--- config.mk ---
export PLATFORM = sky130hd
export DESIGN_NAME = wb_uart_tx_flat
export DESIGN_NICKNAME = d
export VERILOG_FILES = /design/src/rtl/wb_uart_pkg.sv /design/src/rtl/if_wb.sv /design/src/rtl/sync_fifo.sv /design/src/rtl/wb_uart_tx.sv /design/src/flat_wrapper.sv
export SDC_FILE = /design/constraint.sdc
export NUM_CORES = 1
export LEC_CHECK = 0
export ABC_AREA = 1
export CORE_UTILIZATION = 36
export DETAILED_ROUTE_END_ITERATION = 6
export SLEW_MARGIN = 15
export SYNTH_ARGS = -nofsm -noshare
export SYNTH_HDL_FRONTEND = slang
export SYNTH_SLANG_ARGS = --single-unit
--- constraint.sdc ---
create_clock -name clk -period 2.3 [get_ports clk]
set_input_delay 0.23 -clock clk [delete_from_list [all_inputs] [get_ports clk]]
set_output_delay 0.23 -clock clk [all_outputs]
set_load 0.05 [all_outputs]
--- src/rtl/wb_uart_pkg.sv ---
// rtl/wb_uart_pkg.sv - shared types and register map for the Wishbone UART transmitter
package wb_uart_pkg;

  typedef enum logic [1:0] {IDLE, START, DATA, STOP} tx_state_t;

  localparam logic [1:0] REG_TXDATA  = 2'd0;
  localparam logic [1:0] REG_STATUS  = 2'd1;
  localparam logic [1:0] REG_BAUDDIV = 2'd2;

  localparam int STAT_FULL    = 0;
  localparam int STAT_EMPTY   = 1;
  localparam int STAT_BUSY    = 2;
  localparam int STAT_OVF     = 3;
  localparam int STAT_CNT_LSB = 4;
  localparam int STAT_CNT_W   = 5;

  function automatic logic [15:0] pack_status(input logic full, input logic empty,
                                              input logic busy, input logic ovf,
                                              input logic [STAT_CNT_W-1:0] cnt);
    logic [15:0] s;
    s = '0;
    s[STAT_FULL]  = full;
    s[STAT_EMPTY] = empty;
    s[STAT_BUSY]  = busy;
    s[STAT_OVF]   = ovf;
    s[STAT_CNT_LSB +: STAT_CNT_W] = cnt;
    return s;
  endfunction

endpackage

--- src/rtl/if_wb.sv ---
// rtl/if_wb.sv - classic single-cycle Wishbone bus, 16-bit address and data
interface if_wb;
  logic [15:0] adr;
  logic [15:0] dat_o;
  logic [15:0] dat_i;
  logic        stb;
  logic        cyc;
  logic        we;
  logic        ack;

  // dat_o is initiator write data, dat_i is responder read data
  modport slave  (input adr, dat_o, stb, cyc, we, output dat_i, ack);
  modport master (output adr, dat_o, stb, cyc, we, input dat_i, ack);
endinterface

--- src/rtl/sync_fifo.sv ---
// rtl/sync_fifo.sv - single-clock first-word-fall-through FIFO, power-of-two depth
module sync_fifo #(
  parameter int WIDTH = 8,
  parameter int DEPTH = 8
) (
  input  logic                     clk,
  input  logic                     reset,
  input  logic                     push,
  input  logic [WIDTH-1:0]         wdata,
  input  logic                     pop,
  output logic [WIDTH-1:0]         rdata,
  output logic                     full,
  output logic                     empty,
  output logic [$clog2(DEPTH):0]   count
);

  localparam int AW = $clog2(DEPTH);
  localparam int CW = AW + 1;

  logic [WIDTH-1:0] mem [DEPTH];
  logic [AW-1:0]    wr_ptr;
  logic [AW-1:0]    rd_ptr;
  logic             do_push;
  logic             do_pop;

  assign full    = (count == CW'(DEPTH));
  assign empty   = (count == '0);
  assign rdata   = mem[rd_ptr];
  // a pop in the same cycle frees the slot, so a push into a full FIFO is still safe
  assign do_push = push & (~full | pop);
  assign do_pop  = pop & ~empty;

  always_ff @(posedge clk or negedge reset) begin
    if (!reset) begin
      wr_ptr <= '0;
      rd_ptr <= '0;
      count  <= '0;
      for (int i = 0; i < DEPTH; i++) mem[i] <= '0;
    end else begin
      if (do_push) begin
        mem[wr_ptr] <= wdata;
        wr_ptr      <= wr_ptr + 1'b1;
      end
      if (do_pop) rd_ptr <= rd_ptr + 1'b1;
      case ({do_push, do_pop})
        2'b10:   count <= count + 1'b1;
        2'b01:   count <= count - 1'b1;
        default: count <= count;
      endcase
    end
  end

endmodule

--- src/rtl/wb_uart_tx.sv ---
// rtl/wb_uart_tx.sv - zero-wait-state Wishbone responder feeding an 8N1 serial transmitter
module wb_uart_tx #(
  parameter logic [15:0] BASE_ADR     = 16'h7000,
  parameter int          FIFO_DEPTH   = 8,
  parameter logic [15:0] BAUD_DIV_RST = 16'd433
) (
  input  logic clk,
  input  logic reset,
  if_wb.slave  wb,
  output logic tx,
  output logic irq
);
  import wb_uart_pkg::*;

  localparam int CW = $clog2(FIFO_DEPTH) + 1;

  logic            sel;
  logic            wr;
  logic            rd;
  logic            wr_txdata;
  logic            wr_bauddiv;
  logic            rd_status;
  logic            push;
  logic            pop;
  logic            full;
  logic            empty;
  logic [CW-1:0]   count;
  logic [7:0]      fifo_rdata;
  logic            overflow;
  logic [15:0]     bauddiv;
  logic [15:0]     div_act;
  logic [15:0]     cnt;
  logic            tick;
  tx_state_t       state;
  logic [7:0]      shreg;
  logic [2:0]      idx;
  logic [15:0]     rd_data;

  assign sel        = wb.cyc & wb.stb & (wb.adr[15:2] == BASE_ADR[15:2]);
  assign wr         = sel & wb.we;
  assign rd         = sel & ~wb.we;
  assign wb.ack     = sel;
  assign wb.dat_i   = rd_data;
  assign wr_txdata  = wr & (wb.adr[1:0] == REG_TXDATA);
  assign wr_bauddiv = wr & (wb.adr[1:0] == REG_BAUDDIV);
  assign rd_status  = rd & (wb.adr[1:0] == REG_STATUS);
  assign push       = wr_txdata & ~full;
  assign pop        = (state == IDLE) & ~empty;
  assign tick       = (state != IDLE) & (cnt == div_act);

  sync_fifo #(.WIDTH(8), .DEPTH(FIFO_DEPTH)) u_fifo (
    .clk   (clk),
    .reset (reset),
    .push  (push),
    .wdata (wb.dat_o[7:0]),
    .pop   (pop),
    .rdata (fifo_rdata),
    .full  (full),
    .empty (empty),
    .count (count)
  );

  always_comb begin
    rd_data = '0;
    if (rd) begin
      case (wb.adr[1:0])
        REG_STATUS:  rd_data = pack_status(full, empty, state != IDLE, overflow,
                                           STAT_CNT_W'(count));
        REG_BAUDDIV: rd_data = bauddiv;
        default:     rd_data = '0;
      endcase
    end
  end

  // overflow set takes priority over the read-to-clear of STATUS
  always_ff @(posedge clk or negedge reset) begin
    if (!reset) begin
      overflow <= 1'b0;
      bauddiv  <= BAUD_DIV_RST;
    end else begin
      if (wr_txdata & full)  overflow <= 1'b1;
      else if (rd_status)    overflow <= 1'b0;
      if (wr_bauddiv)        bauddiv  <= wb.dat_o;
    end
  end

  // div_act is the compare value latched at each counter reload
  always_ff @(posedge clk or negedge reset) begin
    if (!reset) begin
      state   <= IDLE;
      shreg   <= '0;
      idx     <= '0;
      cnt     <= '0;
      div_act <= BAUD_DIV_RST;
      tx      <= 1'b1;
      irq     <= 1'b1;
    end else begin
      irq <= empty & (state == IDLE);
      if (state != IDLE) begin
        if (tick) begin
          cnt     <= '0;
          div_act <= bauddiv;
        end else begin
          cnt <= cnt + 16'd1;
        end
      end
      case (state)
        IDLE: begin
          tx <= 1'b1;
          if (!empty) begin
            shreg   <= fifo_rdata;
            cnt     <= '0;
            div_act <= bauddiv;
            tx      <= 1'b0;
            state   <= START;
          end
        end
        START: begin
          if (tick) begin
            idx   <= 3'd0;
            tx    <= shreg[0];
            state <= DATA;
          end
        end
        DATA: begin
          if (tick) begin
            if (idx == 3'd7) begin
              tx    <= 1'b1;
              state <= STOP;
            end else begin
              idx <= idx + 3'd1;
              tx  <= shreg[idx + 3'd1];
            end
          end
        end
        STOP: begin
          if (tick) begin
            tx    <= 1'b1;
            state <= IDLE;
          end
        end
        default: state <= IDLE;
      endcase
    end
  end

endmodule

--- src/flat_wrapper.sv ---
// flat-port wrapper written by rule: the top's interface ports become plain ports
module wb_uart_tx_flat import wb_uart_pkg::*;
#(
  parameter logic [15:0] BASE_ADR     = 16'h7000,
  parameter int          FIFO_DEPTH   = 8,
  parameter logic [15:0] BAUD_DIV_RST = 16'd433
)
  (clk, reset, tx, irq, wb_adr, wb_dat_o, wb_stb, wb_cyc, wb_we, wb_dat_i, wb_ack);
  if_wb wb_i ();
  input  logic clk;
  input  logic reset;
  output logic tx;
  output logic irq;
  input wire logic [$bits(wb_i.adr)-1:0] wb_adr;
  input wire logic [$bits(wb_i.dat_o)-1:0] wb_dat_o;
  input wire logic [$bits(wb_i.stb)-1:0] wb_stb;
  input wire logic [$bits(wb_i.cyc)-1:0] wb_cyc;
  input wire logic [$bits(wb_i.we)-1:0] wb_we;
  output wire logic [$bits(wb_i.dat_i)-1:0] wb_dat_i;
  output wire logic [$bits(wb_i.ack)-1:0] wb_ack;
  assign wb_i.adr = wb_adr;
  assign wb_i.dat_o = wb_dat_o;
  assign wb_i.stb = wb_stb;
  assign wb_i.cyc = wb_cyc;
  assign wb_i.we = wb_we;
  assign wb_dat_i = wb_i.dat_i;
  assign wb_ack = wb_i.ack;
  wb_uart_tx #(.BASE_ADR(BASE_ADR), .FIFO_DEPTH(FIFO_DEPTH), .BAUD_DIV_RST(BAUD_DIV_RST)) u_core (.clk(clk), .reset(reset), .wb(wb_i), .tx(tx), .irq(irq));
endmodule
Yosys cells after proc, flatten, opt, wreduce, memory -nomap -nowiden --
Cells that the tools add are included.
Word-level totals: register bits after elaboration 138, bits of input ports 37, output and inout port bits 19, logic and storage cells 116
Operators by class: $add $sub $neg 6, $lt $le $gt $ge 4, equal/unequal tests 17, multiplexer cells 37, bitwise gates (word level) 20, reduce and logical (&&, ||, !) cells 12
Operators by type and width (number):
- $mux 16 | 9
- $bwmux 64 | 1
- $pmux 16 s2 | 1
- $bmux 8 s3 | 1
- $demux 8 s3 | 1
- $mux 8 | 3
- $add 16x1->16 const B | 1
- $eq 16x16->1 | 1
- $and 1x1->1 | 14
- $eq 14x13->1 const B | 1
- $mux 2 | 5
- $add 3x1->3 const B | 3
- $mux 3 | 3
- $eq 2x2->1 const B | 4
- $ge 4x4->1 const B | 2
- $mux 1 | 8
- $ne 2x1->1 const B | 4
- $not 3->4 | 2
- $pmux 2 s4 | 1
- $pmux 4 s2 | 1
- $reduce_bool 2->1 | 4
- $eq 2x1->1 const B | 3
- $pmux 3 s2 | 1
- $reduce_and 5->1 | 1
- 17 further kinds | 21

Logic depth before layout (Yosys ltp) --
Gate-level depths: netlist (run 1).
depth in word-level cells 8, gate-level depth with buffers 18, depth with buffers taken out 17

Hierarchy --
A second synthesis (run 1) with hierarchy kept.
Second synthesis, totals: cells, all modules 1070, area, all modules 7827.5 um2
Modules (own cells, without submodules):
- sync_fifo | times used 1, cells an instance 586, area each 4255.3 um2, seq. area each 1851.8 um2
- wb_uart_tx | times used 1, cells an instance 484, area each 3572.2 um2, seq. area each 1616.6 um2

Worst setup path before layout (run 1) --
OpenSTA, ideal clock, no wires.
path type input -> output, start in wb_adr[5], end out wb_dat_i[0], data arrival time 2.081 ns, required time 2.070 ns, slack -0.011 ns, stages on the path 7, path buffers 0, cell sequence nor2_1 -> nand2_1 -> nor3_1 -> nand2_1 -> inv_1 -> nand3_1 -> a21oi_1
On the way: longest elaborated chain between the ends 4
RTL lines:
- start, declared | RTL line flat_wrapper.sv:14 | input wire logic [$bits(wb_i.adr)-1:0] wb_adr;
- $eq 14x13->1 | RTL line wb_uart_tx.sv:39 | assign sel = wb.cyc & wb.stb & (wb.adr[15:2] == BASE_ADR[15:2]);
- $and 1x1->1 | RTL line wb_uart_tx.sv:39
- via wb_ack | RTL line flat_wrapper.sv:20 | output wire logic [$bits(wb_i.ack)-1:0] wb_ack;
- $and 1x1->1 | RTL line wb_uart_tx.sv:41 | assign rd = sel & ~wb.we;
- $mux 16 | RTL line wb_uart_tx.sv:65 | if (rd) begin
- end, declared | RTL line flat_wrapper.sv:19 | output wire logic [$bits(wb_i.dat_i)-1:0] wb_dat_i;
The timed path passes the listed nets, and every way through them passes these cells.

Final worst setup path (run 1) --
start reg u_core.state[0], end out wb_dat_i[2]
On the way: longest elaborated chain between the ends 3
RTL lines:
- start, declared | RTL line wb_uart_tx.sv:34 | tx_state_t state;
- start signal, assigned | RTL line wb_uart_tx.sv:90 | state <= IDLE;
- start signal, assigned | RTL line wb_uart_tx.sv:115 | state <= START;
- start signal, assigned | RTL line wb_uart_tx.sv:122 | state <= DATA;
- $reduce_bool 2->1 | RTL line wb_uart_tx.sv:67 | REG_STATUS: rd_data = pack_status(full, empty, state != IDLE, overflow,
- $pmux 16 s2 | RTL line wb_uart_tx.sv:66 | case (wb.adr[1:0])
- $mux 16 | RTL line wb_uart_tx.sv:65
Every way passes these cells.

==> results of run 1 <==
==> flip-flops by register name (all words and copies together) (netlist names) <==
register / cells
u_core.bauddiv: 16
u_core.cnt: 16
u_core.div_act: 16
u_core.idx: 3
u_core.irq: 1
u_core.overflow: 1
u_core.shreg: 8
u_core.state: 2
u_core.tx: 1
u_core.u_fifo.count: 4
u_core.u_fifo.mem: 64
u_core.u_fifo.rd_ptr: 3
u_core.u_fifo.wr_ptr: 3
==> cell families after synthesis <==
group | Yosys count | share of synthesized area [%]
flops | 138 | 46.8
compound gates | 104 | 8.52
xor+xnor | 17 | 2.01
mux | 1 | 0.152
fa+ha+maj | 15 | 2.53
simple gates | 535 | 32.8
buf+inv | 118 | 7.22
==> worst max path at each step <==
stage	to	cells after the start	slack, ns
finish	wb_dat_i[2]	7	0.15
global placement	u_core.u_fifo.count[1]	13	-0.11
global route	wb_dat_i[5]	9	-0.01
CTS	wb_dat_i[2]	7	0.08
floorplan	wb_dat_i[0]	7	-0.01
detailed placement	u_core.u_fifo.count[1]	14	-0.18
==> per-stage QoR <==
step           cell area, µm²  total power [mW]
2_1_floorplan            7410              5.06
3_3_place_gp             8600              5.95
3_5_place_dp             8600              5.97
4_1_cts                  9250              9.00
5_1_grt                  9300              9.49
6_report                 9300              8.96
==> layout by cell type (no fill, tap or decap), types with 6 or more instances in the layout <==
cell type        synthesis  routed
dfrtp_1                126     126
dfstp_2                 12      12
clkdlybuf4s50_1          0      37
ha_1                    15      15
a21oi_1                 16       9
buf_12                   0      23
inv_8                    0       7
clkbuf_16                0      17
o21ai_2                 11      11
nand3_2                 10      13
o221ai_1                 8       8
nand2_1                302     302
xor2_1                  10      10
nor3_2                   6       6
o21ai_0                 47      47
o22ai_1                  8       8
nand3_1                 42      39
nand4_1                 69      69
xnor2_1                  7       7
a21oi_2                  0       7
inv_1                   59      59
nor2_1                  84      81
inv_2                    7       7
buf_4                    9      37
nor2_2                   8      10
o211ai_1                11      11
==> layout make-up <==
cell class / instances / area [µm²] / area share (%)
sequential: 138 / 3470 / 37.3
multi-input combinational: 672 / 3460 / 37.3
timing repair buffer: 99 / 1130 / 12.1
clock buffer: 17 / 425 / 4.57
tap: 270 / 338 / 3.63
inverter: 68 / 255 / 2.74
clock inverter: 15 / 219 / 2.35
==> timing repair <==
action	CTS	global route
gates resized for setup	0	12
endpoints found under the setup margin	0	18
hold endpoints to repair	43	0
hold buffers	1	0
==> worst max-delay path, cell delays in order, from the launching register on <==
cell     delay [ns]
dfrtp_1        0.41
inv_1          0.08
ha_1           0.22
inv_2          0.15
buf_4          0.20
a22oi_1        0.09
nor2_2         0.19
buf_12         0.16
==> where the power goes <==
group | internal [mW] | switching (mW) | leakage (nW)
Combinational | 1.13 | 2.03 | 2.22
Clock | 1.78 | 1.23 | 0.315
Sequential | 2.65 | 0.156 | 1.85
Total | 5.55 | 3.41 | 4.38
==> per-layer routing <==
metal	vias up	routed length, µm
li1	3200	-
met5	-	0
met3	23	472
met4	0	293
met2	71	9470
met1	3026	9010
==> impl_metrics.json, run 1 <==
{
  "ys_ff_latch": 138,
  "synth-edff-count": 0,
  "grt_max_degree": 77,
  "crit_required_ns": 2.07,
  "track_usage_pct": 19.2,
  "tns_ns": 0,
  "ant_nets": 0,
  "h-tree-depth": 4,
  "max_slew.worst_pin.slew_ns": 0.631,
  "cts.sinks": 138,
  "grt_pass1_wl_um": 32500,
  "row_count": 52,
  "yosys_warnings": 0,
  "synthFlopType": "dfrtp_1",
  "cp.arrival_ns": 1.92,
  "reg2reg_depth": 10,
  "rrSetupSlack_ns": 0.17,
  "cts_buffers": 17,
  "grt.overflow.total": 0,
  "fin_util_pct": 46.0,
  "crit_fanout": 8,
  "synth_seq_area_share_pct": 46.8,
  "io_pins": 56,
  "fmax_mhz": 465,
  "fin_skew_ns": 0.0106,
  "met1_usage_pct": 25.8,
  "worstSetupPathType": "reg -> out",
  "grt_pass1_vias": 6182,
  "wl_per_cell_um": 15.0,
  "antenna_found_initial": 0,
  "cap_violations": 0,
  "setup_ws_ns": 0.151,
  "post-dp-hpwl_um": 13600,
  "post-route-period-util_pct": 93.4,
  "busiest_layer": "met2",
  "vdd_ir_drop_max_mv": 0.527,
  "fillers": 1980,
  "crit_path_start_kind": "register",
  "synth.distinct_cells": 40,
  "hold_viol": 0,
  "synth_common_cells": "302 x nand2_1, 126 x dfrtp_1, 84 x nor2_1",
  "root_buffer": "clkbuf_16",
  "num_antenna_cells": 0,
  "drtIter0Drc": 403,
  "synthArstFlopShare_pct": 100,
  "yosysTopAreaCell": "dfrtp_1",
  "clock_path_buffers": 2,
  "vias_per_cell": 4.94,
  "path_clk_slew_ns": 0.06,
  "avgSynthCellArea_um2": 7.99,
  "pwr_density_cell_mw_per_mm2": 963,
  "hold_path.class": "in -> async",
  "post-synth-top-count-cell": "nand2_1",
  "core_mm2": 0.0202,
  "fin_crit_ns": 2.15,
  "dp_cells": 1246,
  "drive_gt1_share_pct": 16.9,
  "grtUsageMet2_pct": 31.6,
  "vias": 6320,
  "finalSetupViolations": 0,
  "nets": 1048,
  "relSlewSlack_pct": 57.8,
  "clk-insertion-delay-late_ns": 0.43,
  "syn_nets": 980,
  "die_y_um": 146,
  "netlist_instances": 928,
  "finalNonFillerCells": 1279,
  "die-area_mm2": 0.0212,
  "port_buffers": 55,
  "slew_viol_final": 0,
  "area_delta_synth_final_pct": 25.4,
  "routed_wl_um": 19200,
  "synth.cell_area_mm2": 0.00741,
  "finalHoldWorstSlack_ns": 0.314,
  "drt_pre_antenna_iters": 5,
  "die_x_um": 146,
  "cp-startpoint": "u_core.state[0]",
  "end_kind": "output pin",
  "start_util_pct": 36.6,
  "post_cts_buffers": 0,
  "grt_use_met3_pct": 2.98,
  "cts_tree": "yes",
  "p_leak_nw": 4.38,
  "synth_top_cells_by_area": "dfrtp_1 43%, nand2_1 15%, nand4_1 5.8%",
  "reg2reg_to": "u_core.u_fifo.count[1]",
  "place.gp.congestion": 0.805,
  "synthDominantCellAreaShare_pct": 42.5,
  "status": "finished, final reports clean",
  "drc": 0,
  "r2r_start": "u_core.u_fifo.count[1]",
  "dpl_worst_slack_ns": -0.178
}
Power figures use the tool's default switching activity.
==> run 2, diff against run 1 <==
- REMOVE_ABC_BUFFERS: not set -> 1
==> impl_metrics.json, run 2 (same netlist as run 1, synthesis figures left out) <==
{
  "die_y_um": 146,
  "status": "finished, final reports clean",
  "antenna_found_initial": 0,
  "grt_max_degree": 77,
  "relSlewSlack_pct": 59.2,
  "finalSetupViolations": 0,
  "root_buffer": "clkbuf_16",
  "place.gp.congestion": 0.813,
  "worstPathCellList": "inv_1, ha_2, inv_2, buf_4, a22oi_1, nor2_1, buf_12",
  "cts.sinks": 138,
  "cts_buffers": 17,
  "end_kind": "output pin",
  "fin_crit_ns": 2.17,
  "path_clk_slew_ns": 0.06,
  "routed_wl_um": 18900,
  "critPathBufInv": 4,
  "fin_skew_ns": 0.0111,
  "critPathMaxStageDelay_ns": 0.41,
  "mostFrequentLayoutCells": "302 x nand2_1, 125 x dfrtp_1, 76 x nor2_1",
  "p_leak_nw": 4.31,
  "grt_pass1_vias": 6212,
  "start_util_pct": 36.6,
  "slowest_stage": "dfrtp_1",
  "clk-insertion-delay-late_ns": 0.42,
  "crit_fanout": 8,
  "crit_required_ns": 2.07,
  "top_register": "u_core.u_fifo.mem",
  "fin_util_pct": 45.5,
  "drtIter0Drc": 370,
  "max_slew.worst_pin.slew_ns": 0.610,
  "die-area_mm2": 0.0212,
  "area_delta_synth_final_pct": 24.2,
  "track_usage_pct": 19.1,
  "slew_viol_final": 0,
  "io_pins": 56,
  "hold_path.class": "in -> async",
  "drive_gt1_share_pct": 16.7,
  "post_cts_buffers": 0,
  "hold_viol": 0,
  "rsz0062_at_grt": "yes",
  "clock_path_buffers": 2,
  "nets": 1042,
  "cap_violations": 0,
  "crit_path_start_kind": "register",
  "wl_per_cell_um": 14.9,
  "vdd_ir_drop_max_mv": 0.705,
  "grt_pass1_wl_um": 32300,
  "post-route-period-util_pct": 94.6,
  "final_common_cell": "nand2_1",
  "crit_family": "buffers and inverters",
  "ant_nets": 0,
  "vias": 6337,
  "drc": 0,
  "num_antenna_cells": 0,
  "cts_tree": "yes",
  "cp.arrival_ns": 1.94,
  "core_mm2": 0.0202,
  "drt_pre_antenna_iters": 5,
  "h-tree-depth": 4,
  "vias_per_cell": 4.99,
  "post-dp-hpwl_um": 13300,
  "row_count": 52,
  "finalPower_mw": 8.71,
  "fmax_mhz": 460,
  "largest_register_ffs": 64,
  "worstSetupPathType": "reg -> out",
  "grt.overflow.total": 0,
  "port_buffers": 55,
  "die_x_um": 146,
  "pwr_density_cell_mw_per_mm2": 946
}
run 2: cell count changes in the layout (fill, tap and decap cells not counted), moves of 2 or more:
cell / delta
inv_6: -2
inv_8: -7
clkbuf_1: +2
buf_4: -6
ha_1: -2
ha_2: +2
nor2_2: +5
clkinv_4: +2
clkinvlp_4: +2
nor2_1: -5
run 2: worst paths after layout:
path / startpoint / endpoint / slack [ns] / depth (start not counted)
worst min register to register: u_core.u_fifo.mem[50] / u_core.u_fifo.mem[50] / 0.47 / 2
worst min-delay path: reset / u_core.cnt[12] / 0.35 / 2
worst max register to register: u_core.u_fifo.count[3] / u_core.u_fifo.count[2] / 0.21 / 12
max in group asynchronous: reset / u_core.bauddiv[8] / 1.20 / 3
min in group clk: wb_dat_o[8] / u_core.bauddiv[8] / 0.35 / 3
worst max-delay path: u_core.state[0] / wb_dat_i[2] / 0.13 / 7
run 2: layout make-up:
type	count	area, µm²
fill	2004	11000
multi-input combinational	672	3470
sequential	138	3470
timing repair buffer	93	1080
clock buffer	20	447
tap	270	338
inverter	68	255
clock inverter	10	144
run 2: metal layers:
metal  global-route usage (%)  up-vias  part of all wire (%)
li1                         -     3188                     -
met1                     26.4     3041                    48
met2                     30.8       92                    48
met3                     3.45       16                   3.4
met4                     4.84        0                   1.2
met5                        0        -                     0
run 2: metrics by stage:
step / setup WS, ns / instance area [µm²] / TNS, ns / cells / hold slack (ns)
2_1_floorplan: -1.40 / 7130 / -94.08 / 878 / -0.0656
5_1_grt: -0.106 / 9210 / -0.285 / 1271 / 0.387
3_3_place_gp: -0.106 / 8550 / -0.271 / 1240 / 0.240
6_report: 0.125 / 9210 / 0 / 1271 / 0.347
3_5_place_dp: -0.169 / 8550 / -0.469 / 1240 / 0.251
4_1_cts: 0.00403 / 9160 / 0 / 1271 / 0.339
run 2: timing repair:
item / CTS / global route
resized for setup: 0 / 18
endpoints found under the setup margin: 0 / 19
hold endpoints to repair: 49 / 0
hold buffers: 1 / 0
run 2: where the power goes:
part	total (mW)	switching (mW)	internal [mW]
Combinational	3.12	1.99	1.13
Clock	2.78	1.06	1.73
Sequential	2.81	0.164	2.65
Total	8.71	3.21	5.51
==> run 3, diff against run 2 <==
- CTS_BUF_LIST: not set -> sky130_fd_sc_hd__clkbuf_8 sky130_fd_sc_hd__clkbuf_16
- CTS_CLUSTER_DIAMETER: not set -> 50
- RECOVER_POWER: not set -> 25
==> impl_metrics.json, run 3 (same netlist as run 1, synthesis figures left out) <==
{
  "vias": 6345,
  "cts_buffers": 17,
  "register_area_mm2": 0.00347,
  "slowest_stage": "dfrtp_1",
  "finalPower_mw": 8.70,
  "grt_pass1_vias": 6212,
  "cts.sinks": 138,
  "grt_pass1_wl_um": 32300,
  "h-tree-depth": 4,
  "post_dp_cell_area_mm2": 0.00855,
  "finalSetupViolations": 0,
  "final_common_cell": "nand2_1",
  "end_kind": "output pin",
  "multi_input_area_mm2": 0.00347,
  "largest_register_ffs": 64,
  "tns_ns": 0,
  "drive_gt1_share_pct": 16.7,
  "nets": 1042,
  "mostFrequentLayoutCells": "302 x nand2_1, 125 x dfrtp_1, 76 x nor2_1",
  "drt_pre_antenna_iters": 5,
  "wl_per_cell_um": 14.9,
  "core_mm2": 0.0202,
  "vdd_ir_drop_max_mv": 0.705,
  "stdcell_area_mm2": 0.00920,
  "port_buffers": 55,
  "fin_util_pct": 45.5,
  "rsz0062_at_grt": "yes",
  "fin_skew_ns": 0.0109,
  "post_cts_buffers": 0,
  "crit_family": "buffers and inverters",
  "max_slew.worst_pin.slew_ns": 1.45,
  "cts_tree": "yes",
  "hold_viol": 0,
  "post-route-period-util_pct": 94.5,
  "cp.arrival_ns": 1.94,
  "row_count": 52,
  "cap_violations": 0,
  "hold_path.class": "in -> reg",
  "relSlewSlack_pct": 3.51,
  "crit_path_start_kind": "register",
  "drc": 0,
  "die_x_um": 146,
  "io_pins": 56,
  "start_util_pct": 36.6,
  "track_usage_pct": 19.1,
  "grt.overflow.total": 0,
  "grt_max_degree": 77,
  "antenna_found_initial": 0,
  "post-dp-hpwl_um": 13300,
  "die_y_um": 146,
  "rrSetupSlack_ns": 0.21,
  "area_delta_synth_final_pct": 24.1,
  "worstPathCellList": "inv_1, ha_2, inv_2, buf_4, a22oi_1, nor2_1, buf_12",
  "routed_wl_um": 18900,
  "fin_crit_ns": 2.17,
  "path_clk_slew_ns": 0.06,
  "p_leak_nw": 4.32,
  "place.gp.congestion": 0.813,
  "clk-insertion-delay-late_ns": 0.42,
  "status": "finished, final reports clean",
  "root_buffer": "clkbuf_16",
  "fmax_mhz": 460,
  "drtIter0Drc": 378,
  "fillers": 2005,
  "ant_nets": 0,
  "pwr_density_cell_mw_per_mm2": 945,
  "clock_path_buffers": 2,
  "num_antenna_cells": 0,
  "top_register": "u_core.u_fifo.mem",
  "crit_required_ns": 2.07,
  "vias_per_cell": 4.99,
  "crit_fanout": 8,
  "critPathBufInv": 4,
  "critPathMaxStageDelay_ns": 0.41,
  "slew_viol_final": 0,
  "die-area_mm2": 0.0212,
  "worstSetupPathType": "reg -> out"
}
[run 3: routing by layer]
metal	global-route usage (%)	vias up	part of all wire, %
met5	0	-	0
li1	-	3185	-
met3	3.45	16	3.6
met1	26.4	3050	47
met2	30.8	94	48
met4	4.84	0	1.0
[run 3: worst paths after layout]
| path | startpoint | endpoint | cells past startpoint |
|---|---|---|---|
| max in group asynchronous | reset | u_core.bauddiv[8] | 3 |
| setup reg to reg | u_core.u_fifo.count[3] | u_core.u_fifo.count[2] | 12 |
| hold reg to reg | u_core.u_fifo.mem[50] | u_core.u_fifo.mem[50] | 2 |
| setup / recovery | u_core.state[0] | wb_dat_i[2] | 7 |
| hold / removal | wb_dat_o[8] | u_core.bauddiv[8] | 3 |
| min in group asynchronous | reset | u_core.cnt[12] | 2 |
[run 3: worst min-delay path, delay by kind of cell]
kind                   cells  cell delay, ns
buffers and inverters      1            0.39
AND/OR/NAND/NOR            2            0.13
[run 3: area by class of cell]
class / instances / area share [%]
sequential: 138 / 37.7
clock buffer: 18 / 4.77
tap: 270 / 3.67
inverter: 68 / 2.77
timing repair buffer: 93 / 11.7
multi-input combinational: 672 / 37.7
clock inverter: 12 / 1.65
[run 3: repair_timing]
item                                    in CTS  in global routing
endpoints found under the setup margin       0                 19
hold buffers                                 1                  0
hold endpoints to repair                    49                  0
gates resized for setup                      0                 18
[run 3: report_power, final]
part / internal [mW] / switching [mW] / total (mW) / leakage, nW
clock: 1.72 / 1.06 / 2.77 / 0.287
combinational: 1.13 / 1.99 / 3.11 / 2.18
sequential: 2.65 / 0.164 / 2.81 / 1.85
total: 5.50 / 3.21 / 8.70 / 4.32
[run 3: through the flow]
| stage | std cells | setup WS [ns] | hold WS, ns |
|---|---|---|---|
| after detailed placement | 1240 | -0.169 | 0.251 |
| after CTS | 1271 | 0.00403 | 0.339 |
| after global placement | 1240 | -0.106 | 0.240 |
| final | 1271 | 0.126 | 0.349 |
| after global routing | 1271 | -0.106 | 0.387 |
| after floorplan | 878 | -1.40 | -0.0656 |
